[src/rtl/muldiv_pkg.sv]
// muldiv_pkg: shared constants for the multi-cycle multiply/divide unit.
//   MULDIV_WIDTH : default operand and HI/LO width
//   OP_*         : op encodings driven by the decoder
//   ST_*         : sequencer state encodings
package muldiv_pkg;

    localparam int MULDIV_WIDTH = 32;

    localparam logic [1:0] OP_MULTU = 2'b00;
    localparam logic [1:0] OP_MULT  = 2'b01;
    localparam logic [1:0] OP_DIVU  = 2'b10;
    localparam logic [1:0] OP_DIV   = 2'b11;

    localparam logic [1:0] ST_IDLE  = 2'd0;
    localparam logic [1:0] ST_RUN   = 2'd1;
    localparam logic [1:0] ST_FIXUP = 2'd2;

endpackage

[src/rtl/muldiv_iter.sv]
// muldiv_iter: one combinational iteration of the multiply/divide engine.
//   is_div   in  : 0 = shift-add multiply step, 1 = restoring divide step
//   acc_in   in  : 2*WIDTH accumulator
//                  multiply: {partial product high, remaining multiplier bits}
//                  divide:   {partial remainder, remaining dividend / quotient bits}
//   operand  in  : multiplicand (multiply) or divisor (divide), unsigned magnitude
//   acc_out  out : accumulator after this step
module muldiv_iter
    import muldiv_pkg::*;
#(
    parameter int WIDTH = MULDIV_WIDTH
) (
    input  logic               is_div,
    input  logic [2*WIDTH-1:0] acc_in,
    input  logic [WIDTH-1:0]   operand,
    output logic [2*WIDTH-1:0] acc_out
);

    logic [WIDTH:0]   mul_sum;
    logic [WIDTH:0]   shifted;
    logic [WIDTH+1:0] diff;

    always_comb begin
        // multiply: add multiplicand when the current LSB is set, then shift right
        // keeping the carry as the new top bit
        mul_sum = {1'b0, acc_in[2*WIDTH-1:WIDTH]}
                + ({(WIDTH+1){acc_in[0]}} & {1'b0, operand});

        // divide: bring down the next dividend bit into a WIDTH+1 bit remainder
        shifted = {acc_in[2*WIDTH-1:WIDTH], acc_in[WIDTH-1]};
        diff    = {1'b0, shifted} - {2'b00, operand};

        acc_out = {mul_sum, acc_in[WIDTH-1:1]};
        if (is_div) begin
            // borrow means the trial subtract failed: restore, quotient bit 0.
            // The kept remainder is always below the divisor, so WIDTH bits suffice.
            if (diff[WIDTH+1]) begin
                acc_out = {shifted[WIDTH-1:0], acc_in[WIDTH-2:0], 1'b0};
            end else begin
                acc_out = {diff[WIDTH-1:0], acc_in[WIDTH-2:0], 1'b1};
            end
        end
    end

endmodule

[src/rtl/muldiv_sequencer.sv]
// muldiv_sequencer: iterative MULT/MULTU/DIV/DIVU unit owning the HI/LO registers.
//   clk    in  : system clock
//   reset  in  : synchronous active-low reset
//   start  in  : request a new operation (accepted only when idle)
//   op     in  : 00 MULTU, 01 MULT, 10 DIVU, 11 DIV
//   srca   in  : multiplicand / dividend
//   srcb   in  : multiplier / divisor
//   rd_req in  : datapath executing MFHI/MFLO
//   mthi   in  : write wdata to HI (idle only)
//   mtlo   in  : write wdata to LO (idle only)
//   wdata  in  : MTHI/MTLO data
//   hi     out : HI register
//   lo     out : LO register
//   busy   out : operation in flight
//   done   out : one-cycle pulse after HI/LO receive a result
//   stall  out : datapath must hold the current instruction
//
// state    | meaning
// ST_IDLE  | waiting; start and MTHI/MTLO accepted
// ST_RUN   | WIDTH iteration cycles, one bit per cycle
// ST_FIXUP | apply signs, write HI/LO, pulse done
module muldiv_sequencer
    import muldiv_pkg::*;
#(
    parameter int WIDTH = MULDIV_WIDTH,
    parameter int CNT_W = 6
) (
    input  logic             clk,
    input  logic             reset,
    input  logic             start,
    input  logic [1:0]       op,
    input  logic [WIDTH-1:0] srca,
    input  logic [WIDTH-1:0] srcb,
    input  logic             rd_req,
    input  logic             mthi,
    input  logic             mtlo,
    input  logic [WIDTH-1:0] wdata,
    output logic [WIDTH-1:0] hi,
    output logic [WIDTH-1:0] lo,
    output logic             busy,
    output logic             done,
    output logic             stall
);

    logic [1:0]         state;
    logic [CNT_W-1:0]   count;
    logic [2*WIDTH-1:0] acc;
    logic [2*WIDTH-1:0] acc_next;
    logic [WIDTH-1:0]   opnd;
    logic               is_div_r;
    logic               neg_a;
    logic               neg_b;
    logic               div_zero;

    logic               in_neg_a;
    logic               in_neg_b;
    logic [WIDTH-1:0]   mag_a;
    logic [WIDTH-1:0]   mag_b;
    logic [2*WIDTH-1:0] prod;
    logic [WIDTH-1:0]   quot;
    logic [WIDTH-1:0]   rem;

    assign busy  = (state != ST_IDLE);
    assign stall = busy & (start | rd_req | mthi | mtlo);

    // op[0] selects signed; negating the most negative value yields the same
    // bit pattern, which is exactly its unsigned magnitude
    always_comb begin
        in_neg_a = op[0] & srca[WIDTH-1];
        in_neg_b = op[0] & srcb[WIDTH-1];
        mag_a    = in_neg_a ? -srca : srca;
        mag_b    = in_neg_b ? -srcb : srcb;
    end

    always_comb begin
        prod = (neg_a ^ neg_b) ? -acc : acc;
        quot = (neg_a ^ neg_b) ? -acc[WIDTH-1:0] : acc[WIDTH-1:0];
        rem  = neg_a ? -acc[2*WIDTH-1:WIDTH] : acc[2*WIDTH-1:WIDTH];
    end

    muldiv_iter #(.WIDTH(WIDTH)) u_iter (
        .is_div  (is_div_r),
        .acc_in  (acc),
        .operand (opnd),
        .acc_out (acc_next)
    );

    always_ff @(posedge clk) begin
        if (!reset) begin
            state    <= ST_IDLE;
            count    <= '0;
            acc      <= '0;
            opnd     <= '0;
            is_div_r <= 1'b0;
            neg_a    <= 1'b0;
            neg_b    <= 1'b0;
            div_zero <= 1'b0;
            hi       <= '0;
            lo       <= '0;
            done     <= 1'b0;
        end else begin
            done <= 1'b0;
            case (state)
                ST_IDLE: begin
                    if (mthi) hi <= wdata;
                    if (mtlo) lo <= wdata;
                    if (start) begin
                        state    <= ST_RUN;
                        count    <= CNT_W'(WIDTH - 1);
                        is_div_r <= op[1];
                        neg_a    <= in_neg_a;
                        neg_b    <= in_neg_b;
                        div_zero <= op[1] & (srcb == '0);
                        acc      <= {{WIDTH{1'b0}}, (op[1] ? mag_a : mag_b)};
                        opnd     <= op[1] ? mag_b : mag_a;
                    end
                end
                ST_RUN: begin
                    acc <= acc_next;
                    if (count == '0) begin
                        state <= ST_FIXUP;
                    end else begin
                        count <= count - 1'b1;
                    end
                end
                ST_FIXUP: begin
                    if (is_div_r) begin
                        // divide by zero: remainder already equals srca after the
                        // magnitude pass and sign restore; only LO needs forcing
                        hi <= rem;
                        lo <= div_zero ? {WIDTH{1'b1}} : quot;
                    end else begin
                        hi <= prod[2*WIDTH-1:WIDTH];
                        lo <= prod[WIDTH-1:0];
                    end
                    done  <= 1'b1;
                    state <= ST_IDLE;
                end
                default: state <= ST_IDLE;
            endcase
        end
    end

endmodule

[config.mk]
export PLATFORM = sky130hd
export DESIGN_NAME = muldiv_sequencer
export DESIGN_NICKNAME = d
export VERILOG_FILES = /design/src/rtl/muldiv_pkg.sv /design/src/rtl/muldiv_iter.sv /design/src/rtl/muldiv_sequencer.sv
export SDC_FILE = /design/constraint.sdc
export NUM_CORES = 1
export LEC_CHECK = 0
export CAP_MARGIN = 20
export CORE_MARGIN = 1
export CORE_UTILIZATION = 34
export CTS_BUF_LIST = sky130_fd_sc_hd__clkbuf_8
export DETAILED_ROUTE_END_ITERATION = 7
export GPL_TIMING_DRIVEN = 1
export MAX_ROUTING_LAYER = met4
export PLACE_DENSITY_LB_ADDON = 0.15
export SLEW_MARGIN = 20
export SYNTH_ARGS = -nofsm -noshare
export SYNTH_HDL_FRONTEND = slang
export SYNTH_SLANG_ARGS = --single-unit
[constraint.sdc]
create_clock -name clk -period 8.3 [get_ports clk]
set_input_delay 0.83 -clock clk [delete_from_list [all_inputs] [get_ports clk]]
set_output_delay 0.83 -clock clk [all_outputs]
set_load 0.01 [all_outputs]
### Word level (Yosys, flattened, before mapping)

Index checks and enable logic that the tools add are counted.

| operators by class | value |
|---|---|
| add/sub/neg operators | 8 |
| eq/ne operators | 7 |
| bitwise operators | 9 |
| reduce and logical (&&, ||, !) cells | 12 |
| multiplexer cells | 25 |

Operators with widths:

| kind | number |
|---|---|
| two-way mux 32 bit | 11 |
| two-way mux 64 bit | 4 |
| negation 32 bit | 4 |
| one-hot mux 32 bit (2 select lines) | 2 |
| one-hot mux 64 bit (2 select lines) | 1 |
| negation 64 bit | 1 |
| subtractor 33 x 32 -> 34 bit | 1 |
| adder 32 x 33 -> 33 bit | 1 |
| AND 33 x 32 -> 33 bit | 1 |
| zero test 32 bit | 1 |
| two-way mux 6 bit | 2 |
| one-hot mux 6 bit (2 select lines) | 1 |
| != test 2 bit, second input constant | 5 |
| AND reduction 2 bit | 5 |
| zero test 6 bit | 1 |
| nonzero test 2 bit | 3 |
| subtractor 6 x 1 -> 6 bit, second input constant | 1 |
| AND 1 bit | 4 |
| two-way mux 2 bit | 2 |
| one-hot mux 2 bit (2 select lines) | 1 |
| bitwise OR 1 bit | 3 |
| AND reduction 3 bit | 1 |
| == test 2 x 1 -> 1 bit, second input constant | 1 |
| == test 2 bit, second input constant | 1 |
| 3 further kinds | 3 |

| storage, ports and cells | value |
|---|---|
| output and inout bits | 67 |
| register bits after elaboration | 173 |
| input bits | 104 |
| logic and storage cells | 72 |

### Logic depth before layout (Yosys ltp)

| logic depth | value |
|---|---|
| depth after elaboration | 5 |
| mapped depth | 14 |
| mapped depth without buffers | 14 |

### Cells and area by module

Synthesis repeated with hierarchy kept, for this count alone.

| second synthesis, totals | value |
|---|---|
| cells, all modules | 1982 |
| area total of the unflattened synthesis | 15354.7 µm² |

By module, submodules not included:

| module | area each (µm²) | instances | cells each | seq. area each (µm²) |
|---|---|---|---|---|
| muldiv_sequencer | 10583.9 | 1 | 1303 | 3463.3 |
| muldiv_iter | 4770.8 | 1 | 679 | 0.0 |

### Worst setup path before layout

Ideal clock, no wire load.

| path | value |
|---|---|
| kind | register -> register |
| start | register acc[0] |
| end | register acc[61] |
| data required time | 8178 ps |
| path slack | 5165 ps |
| library setup time | 122 ps |
| path buffers | 1 |
| stages on the path, launching flop included | 15 |
| arrival | 3013 ps |
| clock period less this slack | 3135 ps |
| cell sequence | dfxtp_1 > inv_1 > clkbuf_1 > nor2_1 > ha_1 > o211ai_1 > a21oi_1 > o41a_1 > a31oi_1 > o21ai_1 > a21oi_1 > o21ai_1 > a211oi_1 > xor2_1 > o21ai_1 |

| on the way | value |
|---|---|
| longest elaborated chain between the ends | 4 |

Ends and longest elaborated chain:

| what | RTL line | source |
|---|---|---|
| start: declaration | muldiv_sequencer.sv:47 | `logic [2*WIDTH-1:0] acc;` |
| start signal: assignment | muldiv_sequencer.sv:114 | `acc <= {{WIDTH{1'b0}}, (op[1] ? mag_a : mag_b)};` |
| start signal: assignment | muldiv_sequencer.sv:119 | `acc <= acc_next;` |
| AND 33 x 32 -> 33 bit | muldiv_iter.sv:27 | `+ ({(WIDTH+1){acc_in[0]}} & {1'b0, operand});` |
| adder 32 x 33 -> 33 bit | muldiv_iter.sv:27 |  |
| two-way mux 64 bit | muldiv_iter.sv:34 | `if (is_div) begin` |
| one-hot mux 64 bit (2 select lines) | muldiv_sequencer.sv:103 | `case (state)` |

Every way passes these cells.
A chain may end at the register's enable or synchronous reset.

### Worst setup path after layout

Same ends and word-level chain as after synthesis.

==> metrics.txt <==
Final setup viols=0; Detail Placement HPWL=42.6 mm; Placed Instances=2545; Starting Density=0.346; grt ovf=0; Synth Instances=1949; post-route insts no fill=2578; drt wl/cell=21.3 µm; filler instances=4362; H-tree levels=4; Slew @ Worst Pin=1.03 ns; DR iter-0 viols=~1300; fmax=0.250 GHz; FF-to-FF path depth=13; First-pass DRT Iterations=8; port buffer count=170; clk buf depth=2; min-delay src=hi[9]$_SDFFE_PN0P_; Syn Nets=2125; width of the chip=a little over 200 µm; CP endpoint kind=register; layout cells sized above 1=0.0547; yosys warns=0; crit share post-route=0.482; Tmin final=4.00 ns; Total Routing Usage GR=0.264; Yosys cell types=92; Synth Flop Type=dfxtp_1; RSZ-0062 raised after global routing=no; num ports=approximately 170; RR Endpoint=acc[61]$_SDFFE_PN0P_; wirelength, routed=54.9 mm; DR vias/cell=5.72; failing checks=design-rule violations; Antenna Nets Post-Route=0; Num CTS Buffers=17; Setup CP Type=register to register; CP max FO=15; Worst IR Drop VDD=roughly 90 µV; FP Rows=74; first-pass GRT wire length=approximately 83 mm; r2r startpoint=acc[0]$_SDFFE_PN0P_; die area=42700 µm²; sink count of the clock tree=173; Die Ht=207 µm; Layout Nets=2209; CTS clk-pin slew, worst paths=approximately 0.10 ns; status=complete, but fails checks; core region area=about 41000 µm²; CTS resizes=0; Power, Total=0.00257 W; fin. max-slew vios=0; clk_skew=0.0185 ns; vias in the first global route=13600; number of synthesized register bits=173; Required @ worst endpoint=around 8.7 ns; Worst Setup Slack, final=4.30 ns; largest net degree at the start of global routing=88; ys async rst share=0; # DRC=9; Mapped Avg Cell Area=about 7.3 µm²; Pwr Density=154 nW/µm²; RePlAce Congestion=0.952; Hold Path End=hi[9]$_SDFFE_PN0P_; Reg2Reg Setup Slack=about 4.3 ns; Max Cap Viol=0; Max-Slew Margin vs Limit=0.313; Startpoint Class=register; synthesis-to-finish area growth=17.2%; Antenna Cells=0; hold path depth=2; Worst Path Arrival=approximately 4.4 ns; Post-synth EDFFs=0; # hold bufs at CTS=0; worst skew pair latency=0.52 ns; Synth Cell Area=~14000 µm²; Root Driver=clkbuf_8; Leakage=6.39 nW; via count=14800; Fin. Hold Viols=0; CP startpoint=acc[0]$_SDFFE_PN0P_; initial antenna violation count=0; Hold Path Class=register to register; Setup Buffers After CTS=0; Fin Hold WS=0.453 ns; setup_tns=0 ns; sequential-to-total area share from yosys stat=0.243; worst slack, placed=4.27 ns; CTS tree=yes
-- through the flow --
step / instance area (µm²) / utilization
floorplan: 14200 / -
global placement: 16300 / 0.396
detailed placement: 16300 / 0.396
CTS: 16700 / 0.406
global route: 16700 / 0.406
finish: 16700 / 0.406
-- state kept, by name, indices dropped and copies added (netlist names) --
| signal | flops |
|---|---|
| done | 1 |
| hi | 32 |
| lo | 32 |
| neg_a | 1 |
| div_zero | 1 |
| opnd | 32 |
| state | 2 |
| count | 6 |
| is_div_r | 1 |
| neg_b | 1 |
| acc | 64 |
-- cell usage after synthesis (33+ instances only) --
library cell    n  area (µm²)
a21oi_1       232        1160
nand2_1       226         848
nor2_1        208         781
dfxtp_1       173        3460
o21ai_0       137         686
clkbuf_1      110         413
xnor2_1        96         841
xor2_1         86         753
ha_1           70         876
inv_1          65         244
o221ai_1       39         342
mux2i_1        35         350
o211ai_1       33         248
-- worst max-delay path by stage --
stage	endpoint	slack [ns]
floorplan	acc[61]$_SDFFE_PN0P_	5.16
global placement	acc[62]$_SDFFE_PN0P_	4.28
detailed placement	acc[22]$_SDFFE_PN0P_	4.27
CTS	acc[61]$_SDFFE_PN0P_	4.30
global route	acc[61]$_SDFFE_PN0P_	3.99
finish	acc[61]$_SDFFE_PN0P_	4.30
-- metal layers --
| layer | global-route usage | share of wire | vias up |
|---|---|---|---|
| li1 | - | - | 7205 |
| met1 | 0.376 | 0.49 | 7047 |
| met2 | 0.395 | 0.45 | 457 |
| met3 | 0.0246 | 0.049 | 50 |
| met4 | 0.0701 | 0.019 | 0 |
| met5 | - | 0 | - |
-- cell type report --
class | count | area [µm²] | area share
multi-input cells | 1581 | 10000 | 0.602
clock inverters | 15 | 160 | 0.00959
clock buffers | 17 | 234 | 0.0140
inverters | 65 | 244 | 0.0146
flip-flops and latches | 173 | 3460 | 0.208
well taps | 532 | 666 | 0.0399
repair buffers | 195 | 1880 | 0.113
-- worst max-delay path, stage by stage, from the launching register on --
cell,delay (ns)
dfxtp_1,0.54
inv_1,0.34
nor2_1,0.19
ha_1,0.30
o211ai_1,0.23
a21oi_1,0.10
o41a_1,0.44
a31oi_1,0.37
o21ai_1,0.21
a21oi_1,0.39
o21ai_1,0.20
a211oi_1,0.29
xor2_1,0.20
o21ai_1,0.07
-- cells in the final DEF (no fill, tap or decap), types with 14 or more instances in the layout --
master	count
o21ai_1	17
a31oi_1	17
nor3_1	32
xor2_1	86
buf_4	25
ha_1	70
o31ai_1	22
a21oi_1	232
a211oi_1	29
dfxtp_1	172
clkdlybuf4s50_1	169
a21o_1	28
xnor2_1	96
nand2b_1	14
or3_1	21
o211ai_1	33
o221ai_1	39
a22oi_1	19
clkbuf_8	17
o21ai_0	137
mux2i_1	35
nand2_1	224
nand3_1	22
inv_1	66
nor2_1	206
-- cell families after synthesis --
group | share of synthesized area
AOI/OAI and AO/OA | 0.295
muxes | 0.0262
xor gates and xnor gates | 0.112
DFF | 0.243
and+or+nand+nor | 0.206
buffers and inverters | 0.0539
adders and majority gates | 0.0643
-- power by group --
part	switching, W	internal, W	total [W]	leakage (nW)
combinational	0.000562	0.000374	0.000936	4.78
clock	0.000386	0.000248	0.000635	0.193
sequential	0.0000959	0.000900	0.000996	1.42
total	0.00104	0.00152	0.00257	6.39
No activity file was read; power rests on OpenSTA's default activity.
